`src/rtl/controle_carga.sv`:
```
// Load/execute sequencer: per round it requests one memory value, waits for it,
// then burns that many execute cycles. Optional accumulator: CONTROLE_CARGA_ACUMULA_EN.
module controle_carga #(
  parameter logic [4:0]  LOAD    = 5'd1,
  parameter logic [4:0]  NOP     = 5'd0,
  parameter int unsigned RODADAS = 3
) (
  input  logic       clock,
  input  logic       reset_n,
  input  logic       start,
  input  logic [4:0] entrada,
  output logic [4:0] tx,
  output logic [4:0] valor,
  output logic [4:0] etapa,
  output logic [4:0] rodada,
  output logic       ocupado,
  output logic       fim,
  output logic [7:0] soma
);

  typedef enum logic [2:0] {
    OCIOSO  = 3'd0,
    CARREGA = 3'd1,
    ESPERA  = 3'd2,
    EXECUTA = 3'd3,
    FIM     = 3'd4
  } estado_t;

  localparam logic [4:0] ULTIMA = 5'(RODADAS - 1);

  estado_t    estado, proximo;
  logic [4:0] tx_next;
  logic       limpa, captura, decrementa, avanca, fim_rodada;

  always_ff @(posedge clock or negedge reset_n) begin
    if (!reset_n) begin
      estado <= OCIOSO;
      tx     <= NOP;
    end else begin
      estado <= proximo;
      tx     <= tx_next;
    end
  end

  always_comb begin
    proximo    = estado;
    limpa      = 1'b0;
    captura    = 1'b0;
    decrementa = 1'b0;
    avanca     = 1'b0;
    fim_rodada = 1'b0;
    case (estado)
      OCIOSO: begin
        if (start) begin
          proximo = CARREGA;
          limpa   = 1'b1;
        end
      end
      CARREGA: proximo = ESPERA;
      ESPERA: begin
        captura = 1'b1;
        if (entrada != 5'd0) proximo = EXECUTA;
        else                 fim_rodada = 1'b1;
      end
      EXECUTA: begin
        decrementa = 1'b1;
        if (etapa == 5'd1) fim_rodada = 1'b1;
      end
      FIM:     proximo = OCIOSO;
      default: proximo = OCIOSO;
    endcase
    // A zero-length round leaves straight from ESPERA through the same round-end rule
    if (fim_rodada) begin
      if (rodada == ULTIMA) begin
        proximo = FIM;
      end else begin
        proximo = CARREGA;
        avanca  = 1'b1;
      end
    end
    // tx is registered, so it is set up one edge ahead of the CARREGA cycle
    tx_next = (proximo == CARREGA) ? LOAD : NOP;
  end

  always_ff @(posedge clock or negedge reset_n) begin
    if (!reset_n) begin
      valor  <= '0;
      etapa  <= '0;
      rodada <= '0;
    end else begin
      if (limpa)       rodada <= '0;
      else if (avanca) rodada <= rodada + 5'd1;
      if (captura) begin
        valor <= entrada;
        etapa <= entrada;
      end else if (decrementa) begin
        etapa <= etapa - 5'd1;
      end
    end
  end

  assign ocupado = (estado != OCIOSO);
  assign fim     = (estado == FIM);

`ifdef CONTROLE_CARGA_ACUMULA_EN
  logic [8:0] soma_ext;
  assign soma_ext = {1'b0, soma} + {4'b0000, entrada};

  always_ff @(posedge clock or negedge reset_n) begin
    if (!reset_n)     soma <= '0;
    else if (limpa)   soma <= '0;
    else if (captura) soma <= soma_ext[8] ? '1 : soma_ext[7:0];
  end
`else
  assign soma = '0;
`endif

endmodule

```
`config.mk`:
```
export PLATFORM = sky130hd
export DESIGN_NAME = controle_carga
export DESIGN_NICKNAME = d
export VERILOG_FILES = /design/src/rtl/controle_carga.sv
export SDC_FILE = /design/constraint.sdc
export NUM_CORES = 1
export LEC_CHECK = 0
export CELL_PAD_IN_SITES_DETAIL_PLACEMENT = 1
export CELL_PAD_IN_SITES_GLOBAL_PLACEMENT = 1
export CORE_ASPECT_RATIO = 1.2
export CORE_UTILIZATION = 33
export CTS_BUF_LIST = sky130_fd_sc_hd__clkbuf_16
export DETAILED_ROUTE_END_ITERATION = 10
export PLACE_DENSITY = 0.82
export SLEW_MARGIN = 5
export SYNTH_ARGS = -nofsm -noshare
export SYNTH_HDL_FRONTEND = slang
export SYNTH_SLANG_ARGS = --single-unit
export TNS_END_PERCENT = 10
```
`constraint.sdc`:
```
create_clock -name clock -period 2.2 [get_ports clock]
set_clock_uncertainty 0.15 [all_clocks]
set_input_delay 0.44 -clock clock [delete_from_list [all_inputs] [get_ports clock]]
set_output_delay 0.44 -clock clock [all_outputs]
set_load 0.005 [all_outputs]
```
== Word level (Yosys, flattened, before mapping) ==
Cells that the tools add are included.
Storage, ports and cells
  register bits: 23
  word-level logic and storage cells: 38
Operators by class
  add/sub/neg operators: 2
  eq/ne operators: 7
  multiplexer cells: 19
  reduce and logical (&&, ||, !) cells: 5
Operators with widths (count)
  5-bit 2-to-1 mux: 4
  3-bit 2-to-1 mux: 4
  3-bit case mux with 4 select lines: 1
  1-bit 2-to-1 mux: 9
  3-bit by 1-bit == test with 1-bit output, second input constant: 2
  3-bit by 2-bit == test with 1-bit output, second input constant: 2
  5-bit by 1-bit adder with 5-bit output, second input constant: 1
  5-bit by 1-bit == test with 1-bit output, second input constant: 1
  5-bit by 2-bit == test with 1-bit output, second input constant: 1
  5-bit nonzero test: 1
  5-bit by 1-bit subtractor with 5-bit output, second input constant: 1
  2-bit nonzero test: 2
  3-bit == test, second input constant: 1
  3-bit zero test: 1
  3-bit nonzero test: 1
  1-bit case mux with 2 select lines: 1

== Depth between registers and ports, before layout ==
Gate-level depths: netlist of the first run.
  depth in word-level cells: 6
  depth in mapped cells: 6

== Worst setup path before layout of the first run ==
Ideal clock, no wire load.
  path kind: register to register
  start point: reg rodada[0]
  end point: reg rodada[2]
  setup time: 0.079 ns
  data arrival time: 1.477 ns
  path slack: 0.493 ns
  stages on the path, launching flop included: 7
  period minus slack after synthesis: 1.707 ns
  path through: dfrtp_1 > inv_1 > ha_1 > or4b_4 > and3_4 > o21ai_2 > mux2i_1
On the way
  longest elaborated chain between the ends: 4
  elaborated cells on any way between the ends: 7
  those cells by class: add/sub: 1; eq/ne: 1; mux: 4; reduce/logical: 1
RTL lines
  from (decl): RTL line 15  | output logic [4:0] rodada,
  from (signal assigned): RTL line 92  | else if (avanca) rodada <= rodada + 5'd1;
  parallel branches: the longest is 4 deep, another holds 5-bit by 1-bit adder with 5-bit output
Several ways; the timed one is not identified. The select of a mux whose other input is x is not followed.
A chain may end at the register's enable or synchronous reset.

== Worst setup path in the final report of the first run ==
  start point: reg estado[1]
  end point: out ocupado
On the way
  longest elaborated chain between the ends: 1
RTL lines
  from (decl): RTL line 31  | estado_t estado, proximo;
  from (signal assigned): RTL line 40  | estado <= proximo;
  3-bit nonzero test: RTL line 102  | assign ocupado = (estado != OCIOSO);
  to (decl): RTL line 16  | output logic ocupado,
Every way passes these cells.

==> results.md, run 1 <==
* **gate count of the mapped netlist** 120
* **Min-Delay Endpoint** valor[1]
* **buffers plus inverters on the worst setup path** 2
* **worst flop-to-flop path endpoint** rodada[2]
* **Max Freq** 479.6 MHz
* **worst-case vdd ir drop** 528.0 uV
* **list of cells traversed by the critical path** nor3_1 -> inv_1 -> clkdlybuf4s50_1
* **asr flop ratio synth** 100.0%
* **filler cell count in the final layout** 389
* **area added between synthesis and finish** 28.38%
* **number of setup violations in the final report** 0
* **met3 wirelength from detailed routing** 81 um
* **commonest cells after routing, fill and taps aside** nand2_1 (26), clkdlybuf4s50_1 (25), dfrtp_1 (19), conb_1 (12)
* **IO Port Bufs** 25
* **number of cells on the worst reg-to-reg path** 6
* **area of the core** 0.003166 mm^2
* **unique cell type count in the Yosys netlist** 32
* **final critical-path share of the clock period** 94.78%
* **highest metal layer with signal wires** met4
* **outcome** finished, final reports clean
* **effective utilization at floorplan** 35.65%
* **total of flip-flops plus latches after synthesis** 19
* **sequential element share of the synthesized area** 42.13%
* **final design area excluding fillers** 0.001449 mm^2
* **worst setup slack after layout** 114.8 ps
* **mean area per synthesized cell** 9.405 um^2
* **post-route minimum period** 2085 ps
* **Worst Path Max Fanout** 8
* **weighted congestion at the end of routability-driven global placement** 0.7221
* **die area** 0.003659 mm^2
* **clk sinks** 19
* **count of antenna-violating nets left after detailed routing** 0
* **initial antenna violation count** 0
* **setup total negative slack** 0 ps
* **count of flip-flops with a built-in enable after synthesis** 0
* **signal arrival time at the worst endpoint** 1500 ps
* **first-pass GRT wire length** 4.526 mm
* **dpl hpwl** 2.031 mm
* **Min-Delay Path Depth** 2
* **pre-CTS setup slack** 8.126 ps
* **total gr overflow** 0
* **maximum number of pins on one net before global-route repair** 20
* **wire length on met1** 1.068 mm
* **clock latency at the later pin of the worst-skew pair** 260 ps
* **P per Cell Area** 1167 mW/mm^2
* **launch point of the worst reg-to-reg path** rodada[0]
* **routed len/inst** 14.38 um
* **number of slew-limit violations in the final report** 0
* **residual DRC count** 0
* **delay of the slowest critical-path stage** 450 ps
* **count of pins on the block boundary** 38
* **Yosys Warn Count** 0
* **type of element capturing the critical path** primary output
* **final net count** 160
* **height of the die** 66.06 um
* **total clock buffers created by CTS** 3
* **number of buffers on the longest clock path** 2
* **Syn Std Cell Area** 0.001129 mm^2
* **min-delay src** valor[1]
* **r2r setup slk** 400 ps
* **Area after DPL** 0.001369 mm^2
* **row count** 22
* **kind of cell adding the most delay to the critical path** buffers and inverters
* **final hold vios** 0
* **Hold Path Class** reg -> reg
* **required time of the critical path** 1610 ps
* **post-CTS resize count** 0
* **crit path launch type** flip-flop
* **Final Util** 45.77%
* **via density per instance** 4.951
* **number of search-and-repair iterations in the first detailed-routing pass** 4
* **horizontal die dimension** 55.39 um
* **overall routed net length** 2.631 mm
* **most common cell after layout, fill and taps aside** nand2_1
* **detailed route wirelength on metal2** 1.381 mm
* **share of post-route cells with drive strength above 1** 10.20%
* **overall track demand over capacity in global routing** 16.13%
* **overall via count from detail_route** 906
* **diode insertion count for antenna repair** 0
* **max-cap violations** 0
* **detailed router's first-iteration violation count** 15
* **Lkg Pwr** 0.6895 nW
* **Primary FF master, synth** dfrtp_1
* **H-Tree Depth** 1
* **RSZ-0062 raised after global routing** false
* **clock tree from TritonCTS** built
* **critical setup path kind** reg -> out
* **clock-pin slew reported for the worst setup and hold paths after clock tree synthesis** 60 ps
* **post-CTS repair timing setup buffer count** 0
* **total of hold buffers inserted after clock tree synthesis** 0
* **Clock Tree Root** clkbuf_16
* **vias in the first global route** 989
* **worst-path cell with the longest stage delay** dfrtp_1
==> registers in the layout, summed over array words and instances, names as in the netlist <==
signal  flops
rodada      5
valor       5
tx          1
etapa       5
estado      3
==> kinds of logic after synthesis <==
group,after synthesis,share of synthesized area (%)
DFF,19,42.13
and+or+nand+nor,50,25.61
other,1,0.3323
buffers and inverters,21,11.86
adders and majority gates,4,4.435
AOI/OAI and AO/OA,20,11.20
muxes,5,4.435
==> power by group <==
group | switching, mW | internal [mW] | total [mW]
Combinational | 0.294 | 0.383 | 0.677
Sequential | 0.149 | 0.478 | 0.627
Clock | 0.143 | 0.244 | 0.387
==> stage by stage <==
step	hold WS (ps)	power, mW	instances
2_1_floorplan	-5.591	0.9646	131
3_3_place_gp	312.4	1.269	179
3_5_place_dp	328.5	1.316	179
4_1_cts	338.3	1.711	183
5_1_grt	379.0	1.818	183
6_report	329.9	1.691	183
==> cell type report <==
cell class              instances  area [um^2]  share of cell area (%)
inverters                       6        22.52                   1.554
multi-input cells              91        560.5                   38.69
clock inverters                 1        5.005                  0.3454
well taps                      36        45.04                   3.109
clock buffers                   3        75.07                   5.181
repair buffers                 27        265.3                   18.31
flip-flops and latches         19        475.5                   32.82
==> cell usage after synthesis, types with 3 or more instances <==
library cell / n / area [um^2]
a21oi_1: 6 / 30.03
buf_4: 12 / 90.09
dfrtp_1: 19 / 475.5
ha_1: 4 / 50.05
inv_1: 6 / 22.52
mux2i_1: 5 / 50.05
nand2_1: 26 / 97.59
nand2b_1: 3 / 18.77
nand3_1: 3 / 15.01
nor3_1: 4 / 20.02
o21ai_0: 6 / 30.03
o22ai_1: 3 / 18.77
==> how the worst max path moves through the flow <==
stage | slack [ps] | depth (start not counted) | to | start
3_3_place_gp | 50 | 5 | rodada[0] | entrada[2]
3_5_place_dp | 8 | 5 | rodada[0] | entrada[2]
2_1_floorplan | 490 | 6 | rodada[2] | rodada[0]
6_report | 110 | 3 | ocupado | estado[1]
4_1_cts | 100 | 3 | ocupado | estado[1]
5_1_grt | 60 | 3 | ocupado | estado[1]
==> tightest hold or removal path: stages (launching register included) <==
cell,delay [ps]
dfrtp_1,340
nand2_1,50
nand2_1,60
==> per-layer routing <==
layer / GRT usage, % / up-vias
li1: - / 439
met1: 17.75 / 432
met2: 29.22 / 28
met3: 1.370 / 7
met4: 11.56 / 0
met5: 0 / -
Note: power is estimated with default switching activity, not from simulation.
==> run 2, diff against run 1 <==
ABC_AREA = 1   (was default)
CORE_UTILIZATION = 32   (was 33)
==> run 2 against run 1 <==
Worst hold slack improved by 12 ps. Utilization fell by 2.3 points. Critical endpoint is now fim. Non-clock buffer count fell by 1. Register-to-register slack improved by 200 ps.
==> results.md, run 2 <==
* **Lkg Pwr** 0.7130 nW
* **RSZ-0062 raised after global routing** false
* **Worst Path Max Fanout** 4
* **worst setup slack after layout** 185.3 ps
* **number of search-and-repair iterations in the first detailed-routing pass** 4
* **required time of the critical path** 1610 ps
* **crit path launch type** flip-flop
* **weighted congestion at the end of routability-driven global placement** 0.7357
* **outcome** finished, final reports clean
* **mean area per synthesized cell** 8.661 um^2
* **clock-pin slew reported for the worst setup and hold paths after clock tree synthesis** 50 ps
* **clock tree from TritonCTS** built
* **area added between synthesis and finish** 29.68%
* **critical setup path kind** reg -> out
* **overall via count from detail_route** 945
* **largest area contributor in the netlist** dfrtp_1
* **final critical-path share of the clock period** 91.58%
* **launch point of the worst reg-to-reg path** estado[1]
* **type of element capturing the critical path** primary output
* **post-route minimum period** 2015 ps
* **highest metal layer with signal wires** met4
* **clk sinks** 19
* **Min-Delay Path Depth** 2
* **final net count** 169
* **Final Util** 43.44%
* **total clock buffers created by CTS** 3
* **overall track demand over capacity in global routing** 16.75%
* **launching element of the worst setup path** estado[2]
* **min-delay src** valor[2]
* **met3 wirelength from detailed routing** 121 um
* **pre-CTS setup slack** 264.5 ps
* **setup total negative slack** 0 ps
* **Yosys Warn Count** 0
* **top area cells in the synthesized netlist** dfrtp_1 (43%), buf_4 (8.1%), nand2_1 (7.8%)
* **Syn Std Cell Area** 0.001109 mm^2
* **worst-case vdd ir drop** 711.7 uV
* **max-cap violations** 0
* **gate count of the mapped netlist** 128
* **detailed route wirelength on metal2** 1.518 mm
* **P per Cell Area** 1237 mW/mm^2
* **first-pass GRT wire length** 4.802 mm
* **number of buffers on the longest clock path** 2
* **top cell types by occurrence after synthesis** nand2_1 (23), dfrtp_1 (19), buf_4 (12), inv_1 (12), nand3_1 (11)
* **IO Port Bufs** 25
* **detailed router's first-iteration violation count** 19
* **count of flip-flops with a built-in enable after synthesis** 0
* **total of hold buffers inserted after clock tree synthesis** 0
* **height of the die** 66.48 um
* **die area** 0.003705 mm^2
* **unique cell type count in the Yosys netlist** 26
* **share of post-route cells with drive strength above 1** 11.54%
* **Primary FF master, synth** dfrtp_1
* **Max Freq** 496.4 MHz
* **signal arrival time at the worst endpoint** 1420 ps
* **final worst hold slack** 342.0 ps
* **asr flop ratio synth** 100.0%
* **post-CTS repair timing setup buffer count** 0
* **overall routed net length** 2.751 mm
* **Hold Path Class** reg -> reg
* **count of pins on the block boundary** 38
* **cell with the most instances after synthesis** nand2_1
* **maximum number of pins on one net before global-route repair** 20
* **sequential element share of the synthesized area** 42.89%
* **effective utilization at floorplan** 33.50%
* **post-CTS resize count** 0
* **number of cells on the worst reg-to-reg path** 4
* **number of slew-limit violations in the final report** 0
* **most common cell after layout, fill and taps aside** clkdlybuf4s50_1
* **final hold vios** 0
* **row count** 23
* **dpl hpwl** 2.185 mm
* **area of the core** 0.003309 mm^2
* **diode insertion count for antenna repair** 0
* **Clock Tree Root** clkbuf_16
* **total of flip-flops plus latches after synthesis** 19
* **commonest cells after routing, fill and taps aside** clkdlybuf4s50_1 (25), nand2_1 (23), dfrtp_1 (19), inv_1 (13), conb_1 (12)
* **initial antenna violation count** 0
* **number of setup violations in the final report** 0
* **total gr overflow** 0
* **routed len/inst** 14.25 um
* **post-synth top area share** 42.89%
* **power after layout** 1.778 mW
* **vias in the first global route** 1040
* **H-Tree Depth** 1
* **horizontal die dimension** 55.73 um
* **count of antenna-violating nets left after detailed routing** 0
* **leading registers by flop count** etapa x5, rodada x5, valor x5
* **via density per instance** 4.896
* **clock latency at the later pin of the worst-skew pair** 250 ps
* **wire length on met1** 1.067 mm
* **residual DRC count** 0
## run 2: changes by cell type in the layout (fill, tap and decap cells not counted), moves of 5 or more
cell	before	now
nor2_1	2	8
o21ai_0	6	1
nand3_1	3	11
inv_1	6	13
mux2i_1	5	0
nand4_1	0	5
## run 2: metrics by stage
| stage | area [um^2] | instances |
|---|---|---|
| final | 1438 | 193 |
| after global routing | 1438 | 193 |
| after CTS | 1438 | 193 |
| after detailed placement | 1359 | 189 |
| after global placement | 1359 | 189 |
| after floorplan | 1150 | 139 |
## run 2: report_power, final
group          switching, mW  internal [mW]  total (mW)
registers              0.121          0.485       0.606
clock network          0.132          0.242       0.374
logic                  0.394          0.404       0.798
total                  0.647           1.13        1.78
## run 2: cell type report
class                   instances  area, um^2
well taps                      37       46.29
clock inverters                 1       3.754
repair buffers                 26       257.7
inverters                      17       68.82
fillers                       395        1872
clock buffers                   3       75.07
flip-flops and latches         19       475.5
multi-input cells              90       510.5
## run 2: per-layer routing
layer	track usage, %	up-vias
li1	-	448
met4	5.000	0
met3	3.689	5
met2	32.38	25
met5	0	-
met1	18.16	467
## run 2: worst max-delay path, stage by stage (launching register included)
cell and delay, ps:
dfrtp_1 420, inv_2 80, nor3_1 150, clkdlybuf4s50_1 520
## run 2: worst paths after layout
check	endpoint	slack [ps]
min in group asynchronous	etapa[0]	370
min reg2reg	valor[2]	340
max reg2reg	rodada[4]	600
max in group asynchronous	valor[1]	1310
max	fim	190
min	valor[2]	340
## run 2: cells by family (layout without fill, tap and decap cells)
family	after synthesis	after routing	share of synthesized area (%)
simple gates	58	58	27.20
buf+inv	30	47	14.78
flops	19	19	42.89
compound gates	11	11	6.320
xor+xnor	5	5	3.951
fa+ha+maj	4	4	4.515
other cells	1	12	0.3383
